### config.mk
export PLATFORM = sky130hd
export DESIGN_NAME = elevator_call_scheduler
export DESIGN_NICKNAME = d
export VERILOG_FILES = /design/src/rtl/elevator_call_scheduler_pkg.sv /design/src/rtl/elevator_call_scheduler_floor_scan_pick.sv /design/src/rtl/elevator_call_scheduler.sv
export SDC_FILE = /design/constraint.sdc
export NUM_CORES = 1
export LEC_CHECK = 0
export CELL_PAD_IN_SITES_DETAIL_PLACEMENT = 1
export CELL_PAD_IN_SITES_GLOBAL_PLACEMENT = 1
export CORE_MARGIN = 2
export CORE_UTILIZATION = 37
export CTS_BUF_LIST = sky130_fd_sc_hd__clkbuf_2 sky130_fd_sc_hd__clkbuf_4 sky130_fd_sc_hd__clkbuf_8
export CTS_CLUSTER_SIZE = 30
export DETAILED_ROUTE_END_ITERATION = 12
export PLACE_DENSITY_LB_ADDON = 0.1
export SLEW_MARGIN = 30
export SYNTH_ARGS = -nofsm -noshare
export SYNTH_HDL_FRONTEND = slang
export SYNTH_HIERARCHICAL = 1
export SYNTH_SLANG_ARGS = --single-unit
### constraint.sdc
create_clock -name clk -period 5.9 [get_ports clk]
set_input_delay 1.18 -clock clk [delete_from_list [all_inputs] [get_ports clk]]
set_output_delay 1.18 -clock clk [all_outputs]
set_load 0.01 [all_outputs]
### src/rtl/elevator_call_scheduler_pkg.sv
// Shared types and constants for the elevator call scheduler.
package elevator_call_scheduler_pkg;

  // Default width of floor numbers.
  localparam int FLOOR_W = 4;

  // Scheduler FSM encoding.
  typedef enum logic [1:0] {
    ST_IDLE       = 2'b00,
    ST_DWELL      = 2'b01,
    ST_SERVE_UP   = 2'b10,
    ST_SERVE_DOWN = 2'b11
  } ecs_state_e;

  // Width of the dwell counter: must hold 0..dwell_cycles without wrapping.
  function automatic int dwell_cnt_width(input int dwell_cycles);
    return (dwell_cycles < 1) ? 1 : $clog2(dwell_cycles + 1);
  endfunction

endpackage

### src/rtl/elevator_call_scheduler_floor_scan_pick.sv
// Combinational SCAN selection: nearest pending call above and below the car,
// plus whether the car's own floor has a pending call.
module floor_scan_pick #(
  parameter int NUM_FLOORS = 10,
  parameter int FLOOR_W    = elevator_call_scheduler_pkg::FLOOR_W
) (
  input  logic [NUM_FLOORS-1:0] pending,
  input  logic [FLOOR_W-1:0]    current_floor,
  output logic [FLOOR_W-1:0]    above,
  output logic                  above_vld,
  output logic [FLOOR_W-1:0]    below,
  output logic                  below_vld,
  output logic                  here
);

  logic [31:0] cf_ext;

  assign cf_ext = 32'(current_floor);

  // Scan every floor; descending loop leaves the lowest hit above,
  // ascending loop leaves the highest hit below.
  always_comb begin
    above     = '0;
    above_vld = 1'b0;
    below     = '0;
    below_vld = 1'b0;
    here      = 1'b0;
    for (int i = NUM_FLOORS - 1; i >= 0; i--) begin
      above     = (pending[i] && (32'(i) > cf_ext)) ? FLOOR_W'(i) : above;
      above_vld = above_vld | (pending[i] && (32'(i) > cf_ext));
    end
    for (int j = 0; j < NUM_FLOORS; j++) begin
      below     = (pending[j] && (32'(j) < cf_ext)) ? FLOOR_W'(j) : below;
      below_vld = below_vld | (pending[j] && (32'(j) < cf_ext));
      // An out-of-range car position never matches, so it has no "here".
      here      = here | (pending[j] && (32'(j) == cf_ext));
    end
  end

endmodule

### src/rtl/elevator_call_scheduler.sv
// Elevator call scheduler: latches floor calls, runs a SCAN sweep, drives the
// car controller's requested floor and holds the door open at served floors.
module elevator_call_scheduler #(
  parameter int NUM_FLOORS   = 10,
  parameter int FLOOR_W      = elevator_call_scheduler_pkg::FLOOR_W,
  parameter int DWELL_CYCLES = 20000000
) (
  input  logic                  clk,
  input  logic                  reset,
  input  logic [NUM_FLOORS-1:0] call_req,
  input  logic [FLOOR_W-1:0]    current_floor,
  input  logic                  car_idle,
  output logic [FLOOR_W-1:0]    target_floor,
  output logic                  target_valid,
  output logic                  dir_up,
  output logic                  door_open,
  output logic [NUM_FLOORS-1:0] pending
);

  import elevator_call_scheduler_pkg::*;

  localparam int              CNT_W    = dwell_cnt_width(DWELL_CYCLES);
  localparam logic [CNT_W-1:0] CNT_LAST = CNT_W'(DWELL_CYCLES - 1);

  ecs_state_e              state_q, state_d;
  logic [NUM_FLOORS-1:0]   pending_q, pending_d;
  logic [FLOOR_W-1:0]      target_q, target_d;
  logic                    tvalid_q, tvalid_d;
  logic                    dir_up_q, dir_up_d;
  logic                    door_q, door_d;
  logic [CNT_W-1:0]        cnt_q, cnt_d;

  logic [FLOOR_W-1:0]      scan_above, scan_below;
  logic                    scan_above_vld, scan_below_vld, scan_here;
  logic [NUM_FLOORS-1:0]   cf_mask, set_mask, clr_mask;
  logic                    at_target, hold_tgt, dwell_entry;

  floor_scan_pick #(
    .NUM_FLOORS (NUM_FLOORS),
    .FLOOR_W    (FLOOR_W)
  ) u_scan (
    .pending       (pending_q),
    .current_floor (current_floor),
    .above         (scan_above),
    .above_vld     (scan_above_vld),
    .below         (scan_below),
    .below_vld     (scan_below_vld),
    .here          (scan_here)
  );

  assign at_target   = (current_floor == target_q);
  assign dwell_entry = (state_d == ST_DWELL) && (state_q != ST_DWELL);

  // One-hot mask of the car's current floor (all zero when out of range).
  always_comb begin
    cf_mask = '0;
    for (int i = 0; i < NUM_FLOORS; i++) begin
      cf_mask[i] = (32'(current_floor) == 32'(i));
    end
  end

  // Pending calls: set from buttons, cleared on entry to the dwell at that floor.
  always_comb begin
    if (state_q == ST_DWELL) begin
      // Door already open here, so the button for this floor is not latched.
      set_mask = call_req & ~cf_mask;
    end else begin
      set_mask = call_req;
    end
    if (dwell_entry) begin
      clr_mask = cf_mask;
    end else begin
      clr_mask = '0;
    end
    // Clear is applied last so it wins over a same-cycle press.
    pending_d = (pending_q | set_mask) & ~clr_mask;
  end

  // Next-state logic and dwell counter.
  always_comb begin
    state_d  = state_q;
    hold_tgt = 1'b0;
    cnt_d    = '0;
    case (state_q)
      ST_IDLE: begin
        if (scan_here) begin
          state_d = ST_DWELL;
        end else if (scan_above_vld) begin
          state_d = ST_SERVE_UP;
        end else if (scan_below_vld) begin
          state_d = ST_SERVE_DOWN;
        end else begin
          state_d = ST_IDLE;
        end
      end
      ST_SERVE_UP: begin
        if (at_target && car_idle) begin
          state_d = ST_DWELL;
        end else if (at_target) begin
          // Car is at the target but still settling: keep the request stable.
          state_d  = ST_SERVE_UP;
          hold_tgt = 1'b1;
        end else if (scan_above_vld) begin
          state_d = ST_SERVE_UP;
        end else if (scan_below_vld) begin
          state_d = ST_SERVE_DOWN;
        end else begin
          state_d = ST_IDLE;
        end
      end
      ST_SERVE_DOWN: begin
        if (at_target && car_idle) begin
          state_d = ST_DWELL;
        end else if (at_target) begin
          state_d  = ST_SERVE_DOWN;
          hold_tgt = 1'b1;
        end else if (scan_below_vld) begin
          state_d = ST_SERVE_DOWN;
        end else if (scan_above_vld) begin
          state_d = ST_SERVE_UP;
        end else begin
          state_d = ST_IDLE;
        end
      end
      ST_DWELL: begin
        if (cnt_q == CNT_LAST) begin
          if (dir_up_q && scan_above_vld) begin
            state_d = ST_SERVE_UP;
          end else if (!dir_up_q && scan_below_vld) begin
            state_d = ST_SERVE_DOWN;
          end else if (scan_above_vld) begin
            state_d = ST_SERVE_UP;
          end else if (scan_below_vld) begin
            state_d = ST_SERVE_DOWN;
          end else begin
            state_d = ST_IDLE;
          end
        end else begin
          state_d = ST_DWELL;
          cnt_d   = cnt_q + CNT_W'(1);
        end
      end
      default: begin
        state_d = ST_IDLE;
      end
    endcase
  end

  // Registered outputs decoded from the next state.
  always_comb begin
    target_d = current_floor;
    tvalid_d = 1'b0;
    dir_up_d = dir_up_q;
    door_d   = 1'b0;
    case (state_d)
      ST_IDLE: begin
        target_d = current_floor;
      end
      ST_SERVE_UP: begin
        tvalid_d = 1'b1;
        dir_up_d = 1'b1;
        target_d = hold_tgt ? target_q : scan_above;
      end
      ST_SERVE_DOWN: begin
        tvalid_d = 1'b1;
        dir_up_d = 1'b0;
        target_d = hold_tgt ? target_q : scan_below;
      end
      ST_DWELL: begin
        door_d   = 1'b1;
        target_d = current_floor;
      end
      default: begin
        target_d = current_floor;
      end
    endcase
  end

  // State, pending calls, counter and output registers.
  always_ff @(posedge clk or posedge reset) begin
    if (reset) begin
      state_q   <= ST_IDLE;
      pending_q <= '0;
      target_q  <= '0;
      tvalid_q  <= 1'b0;
      dir_up_q  <= 1'b1;
      door_q    <= 1'b0;
      cnt_q     <= '0;
    end else begin
      state_q   <= state_d;
      pending_q <= pending_d;
      target_q  <= target_d;
      tvalid_q  <= tvalid_d;
      dir_up_q  <= dir_up_d;
      door_q    <= door_d;
      cnt_q     <= cnt_d;
    end
  end

  assign target_floor = target_q;
  assign target_valid = tvalid_q;
  assign dir_up       = dir_up_q;
  assign door_open    = door_q;
  assign pending      = pending_q;

endmodule

### Yosys cells after proc, flatten, opt, wreduce, memory -nomap -nowiden

Cells that the tools add are included.
Widths: inputs -> output; s select.

| storage, ports and cells | value |
|---|---|
| flip-flop bits (word level) | 44 |
| word-level logic and storage cells | 178 |

| cells by class | value |
|---|---|
| add/subtract/negate cells | 1 |
| magnitude comparators | 20 |
| eq/ne operators | 29 |
| muxes and demuxes | 45 |
| bitwise logic cells | 32 |
| reductions and logical operators | 44 |

Operators with widths:

| cell | number |
|---|---|
| $mux 4 | 20 |
| $mux 25 | 2 |
| $logic_and 1x1->1 | 34 |
| $logic_not 32->1 | 1 |
| $or 1x1->1 | 27 |
| $add 25x1->25 const B | 1 |
| $eq 25x25->1 const B | 1 |
| $mux 2 | 12 |
| $and 10x10->10 | 2 |
| $mux 10 | 2 |
| $not 10->10 | 2 |
| $eq 3x4->1 const A | 4 |
| $eq 4x3->1 const B | 4 |
| $gt 3x4->1 const A | 4 |
| $lt 3x4->1 const A | 4 |
| $pmux 4 s3 | 1 |
| $or 10x10->10 | 1 |
| $eq 2x2->1 const B | 4 |
| $eq 2x4->1 const A | 2 |
| $eq 4x2->1 const B | 2 |
| $eq 4x4->1 const A | 2 |
| $eq 4x4->1 const B | 2 |
| $gt 1x4->1 const A | 2 |
| $gt 2x4->1 const A | 2 |
| 19 further kinds | 33 |

### Longest topological paths before layout

| logic depth | value |
|---|---|
| word-level depth | 22 |
| mapped depth | 12 |
| gate-level depth less buffers | 10 |

### Hierarchy

The synthesis kept the hierarchy.

Modules (own cells, without submodules):

| module | times used | cells each | area each (um^2) |
|---|---|---|---|
| elevator_call_scheduler | 1 | 249 | 2393.5 |
| floor_scan_pick | 1 | 100 | 590.6 |

### Worst setup path before layout

Ideal clock, no wire load.

| path | value |
|---|---|
| kind | input -> register |
| start | input current_floor[2] |
| end | register target_q[0] (netlist: target_floor[0]) |
| setup time | 0.136 ns |
| arrival | 3.360 ns |
| path slack | 2.404 ns |
| cell stages on the path | 12 |
| path through | clkbuf_2 buf_2 o22ai_1 a21oi_1 nor3_1 nand2_1 nor2b_1 or3_2 a31oi_1 o2bb2ai_4 and3_4 a211oi_2 |

| between the ends | value |
|---|---|
| word-level cells in the longest chain between the ends | 20 |

RTL lines:

| item | line | text |
|---|---|---|
| start: declaration | elevator_call_scheduler.sv:11 | `input logic [FLOOR_W-1:0] current_floor,` |
| $lt 1x4->1, on equally long branches | - |  |
| $logic_and 1x1->1, on equally long branches | - |  |
| $or 1x1->1 (8 in series) | elevator_call_scheduler_floor_scan_pick.sv:34 | `below_vld = below_vld \| (pending[j] && (32'(j) < cf_ext));` |
| $or 1x1->1 * | elevator_call_scheduler_floor_scan_pick.sv:34 |  |
| net scan_below_vld | elevator_call_scheduler.sv:34 | `logic scan_above_vld, scan_below_vld, scan_here;` |
| $mux 2 | elevator_call_scheduler.sv:90, elevator_call_scheduler.sv:105, elevator_call_scheduler.sv:133 |  |
| $mux 2 | elevator_call_scheduler.sv:88 | `end else if (scan_above_vld) begin` |
| $mux 2 | elevator_call_scheduler.sv:129 | `end else if (!dir_up_q && scan_below_vld) begin` |
| $mux 2 | elevator_call_scheduler.sv:127 | `if (dir_up_q && scan_above_vld) begin` |
| $mux 2 | elevator_call_scheduler.sv:126 | `if (cnt_q == CNT_LAST) begin` |
| $pmux 2 s4 * | elevator_call_scheduler.sv:84 | `case (state_q)` |
| $eq 2x1->1 (tied with other cells) | elevator_call_scheduler.sv:155 | `case (state_d)` |
| $reduce_or 2->1 (no line) or $ne 2x2->1 (tied branches) | - |  |
| $pmux 4 s3 or $reduce_and 2->1 (tied branches) | - |  |
| end signal: assignment | elevator_call_scheduler.sv:192 | `target_q <= target_d;` |
| end: declaration | elevator_call_scheduler.sv:27 | `logic [FLOOR_W-1:0] target_q, target_d;` |

The timed path passes the listed nets; every way through them passes the cells marked *. The select of a mux whose other input is x is not followed.
A chain may end at the register's enable or synchronous reset.

### Worst setup path in the final report

| path | value |
|---|---|
| start | input current_floor[1] |
| end | register target_q[1] (netlist: target_floor[1]) |

The elaborated chain is that of the path after synthesis.

==> results.yml <==
layout:
  multi_input_area_mm2: 0.00173
  n_antenna_cell: 0
  layout.nets: 398
  nFillCells: 939
  ff_latch_area_mm2: 0.00110
  drive_above_1_share: 0.108
  area_growth_pct: 17.7
critical_path:
  endpoint_kind: "flop"
  r2r_end: "target_floor[1]$_DFFE_PP0P_"
  crit_slowest_cell: "clkdlybuf4s50_1"
  setup.worst_path.end: "target_floor[1]$_DFFE_PP0P_"
  max_stage_delay_ns: 0.82
  r2r_slack_ns: 2.92
  crit_arrival_ns: 4.45
  crit_chain: "clkdlybuf4s50_1 -> o21ai_0 -> a22o_1 -> nor2b_1 -> nand2_1 -> nor2b_1 -> or3_2 -> a31oi_1 -> o2bb2ai_4 -> and3_4 -> a211oi_2"
  path_depth: 11
  cp-start-kind: "input port"
  critPathLaunch: "current_floor[1]"
  cp.required_ns: 6.07
  crit_buf_inv: 1
  worstSetupPathType: "in2reg"
  crit_path_frequent_cell: "nor2b_1"
  worstRegToRegCells: 9
  cp_top_family: "compound AO/OA/AOI/OAI gates"
  regToRegStartpoint: "pending[5]$_DFF_PP0_"
  worstPathMaxFanout: 22
die:
  num_io_pins: 34
  dieArea_mm2: 0.00880
  core_region_area_mm2: 0.00777
  rows: 32
  die_y_um: 93.8
  die_x_um: 93.8
  start_util: 0.384
place:
  place_ws_ns: 1.32
  dp_hpwl_um: 6150
  portBuffers: 33
  gp_congestion: 0.805
clock_tree:
  cts_root_buf: "clkbuf_8"
  clkSlewWorstSetupHoldPaths_ns: 0.09
  clock_latency_ns: 0.30
  clock_path_buffers: 2
  cts_made_buffers: 5
  clock_sinks: 44
  hold_buffers: 0
  cts_tree: "built"
  post_cts_buffers: 0
  cts_resized: 0
  htreeDepth: 2
synthesis:
  synthTopCellsByCount: "nor2_1, dfrtp_1, nand2_1"
  ys_seq_area_frac: 0.369
  netlist_instances: 349
  ys_warn_count: 6
  synth_flop_cell: "dfrtp_1"
  syn_avg_cell_area_um2: 8.55
  async_reset_ff_frac: 1.00
  synthTopCellsByArea: "dfrtp_1, nor2_1, xnor2_1, a21oi_1, nand2_1"
  synth.top_cell.area_share: 0.361
  synth_most_common_cell: "nor2_1"
  synth-seq-cells: 44
  synth-edff-count: 0
  synth_top_area_cell: "dfrtp_1"
  synth_cell_types: 70
  syn_area_mm2: 0.00298
  synthesis.nets: 367
routing:
  via_per_inst: 5.56
  routed_wirelength_um: 8470
  ant_nets: 0
  num_vias: 2684
  drt_iter0_markers: 110
  drc: 0
  post_drt_wl_per_cell_um: 17.5
  dr.pass1.iters: 4
power_and_ir_drop:
  switching_share: 0.369
  pwr-share-comb: 0.399
  p_clk_frac: 0.224
  power_frac_seq: 0.377
  internal_power_mw: 0.663
  vdd_ir_drop_max_mv: 0.148
  power_density_mw_per_mm2: 299
  p_sw_mw: 0.387
  p_leak_nw: 1.30
sta:
  finalCritPeriodShare: 0.726
  tns_ns: 0
  skew_ns: 0.0116
  fin_ws_ns: 1.62
  final_hold_viol_count: 0
  drv_slew: 0
  worst_pin_slew_ns: 0.827
  rsz0062_at_grt: "false"
  setup_violations: 0
  fmax_mhz: 233
  min_period_ns: 4.28
  relSlewSlack: 0.447
worst_hold_path:
  hp-class: "reg2reg"
  holdPathStages: 1
run:
  drv_cap: 0
global_routing:
  grtUsageTotal: 0.205
  grt_max_degree: 45
  antenna_found_initial: 0
  grt_pass1_vias: 2674
  overflow: 0
  grt_pass1_wl_um: 14100
outcome:
  run_status: "finished, final reports clean"
==> metrics by stage <==
step / cells / total power [mW] / instance area [um^2] / utilization / hold slack, ns
after global placement: 475 / 0.816 / 3400 / 0.438 / 0.481
after CTS: 483 / 1.06 / 3510 / 0.452 / 0.503
after detailed placement: 475 / 0.823 / 3400 / 0.438 / 0.487
after global routing: 483 / 1.11 / 3510 / 0.452 / 0.542
after floorplan: 349 / 0.681 / 2980 / - / 0.455
final: 483 / 1.05 / 3510 / 0.452 / 0.498
==> cell type report <==
| type | count | share of cell area |
|---|---|---|
| inverter | 21 | 0.0228 |
| timing repair buffer | 37 | 0.103 |
| sequential | 44 | 0.314 |
| multi-input combinational | 271 | 0.493 |
| clock buffer | 5 | 0.0196 |
| tap | 102 | 0.0363 |
| clock inverter | 3 | 0.0121 |
==> sequential cells by signal, indices dropped and copies added (netlist names) <==
register and flops:
target_valid 1, door_open 1, target_floor 4, dir_up 1, state_q 2, pending 10, cnt_q 25
==> power groups by stage <==
stage               combinational, mW  clock [mW]  sequential [mW]
detailed placement              0.421           0            0.402
finish                          0.419       0.235            0.396
global placement                0.413           0            0.403
floorplan                       0.283           0            0.397
CTS                             0.421       0.241            0.397
global route                    0.457       0.252            0.405
==> cell families (layout without fill, tap and decap cells) <==
group,count (synthesis),after routing,share of synthesized area
AND/OR/NAND/NOR,158,158,0.286
AO/OA/AOI/OAI,81,81,0.195
flip-flops,44,44,0.369
buffers and inverters,34,66,0.0503
XOR/XNOR,26,26,0.0763
multiplexers,5,5,0.0189
adder cells (fa/ha/maj),1,1,0.00419
==> placed cells by master (no fill, tap or decap), types with 2 or more instances in the layout <==
master and n:
a22o_1 3, xnor2_1 20, a31oi_1 9, or2_2 3, o31ai_1 3, nor4b_1 2
mux2i_1 3, nor3_2 2, or3_1 7, and3_1 4, nand2b_1 2, clkinv_2 2
nand4_1 8, a32oi_1 2, clkbuf_8 5, o22ai_1 7, nor3_1 8, dfrtp_1 43
nand3b_1 2, nor2b_1 6, inv_1 19, buf_4 4, clkdlybuf4s50_1 33, and3_4 2
nand3_1 16, xor2_1 6, a211oi_2 4, a21boi_0 3, nor2_1 50, a21oi_1 23
nor4_1 4, nand2_1 27, o21ai_0 12
==> layer usage <==
metal | wire length, um | track usage | vias up | share of wire
met4 | 99 | 0.0495 | 0 | 0.012
met1 | 4360 | 0.316 | 1315 | 0.51
met5 | 0 | 0 | - | 0
met2 | 3750 | 0.300 | 51 | 0.44
met3 | 260 | 0.0321 | 9 | 0.031
li1 | - | - | 1309 | -
==> worst min-delay path by stage <==
| stage | from | endpoint |
|---|---|---|
| 2_1_floorplan | cnt_q[0]$_DFF_PP0_ | cnt_q[0]$_DFF_PP0_ |
| 3_3_place_gp | cnt_q[0]$_DFF_PP0_ | cnt_q[0]$_DFF_PP0_ |
| 3_5_place_dp | cnt_q[0]$_DFF_PP0_ | cnt_q[0]$_DFF_PP0_ |
| 4_1_cts | cnt_q[0]$_DFF_PP0_ | cnt_q[0]$_DFF_PP0_ |
| 5_1_grt | cnt_q[0]$_DFF_PP0_ | cnt_q[0]$_DFF_PP0_ |
| 6_report | cnt_q[0]$_DFF_PP0_ | cnt_q[0]$_DFF_PP0_ |
Power figures use the tool's default switching activity.
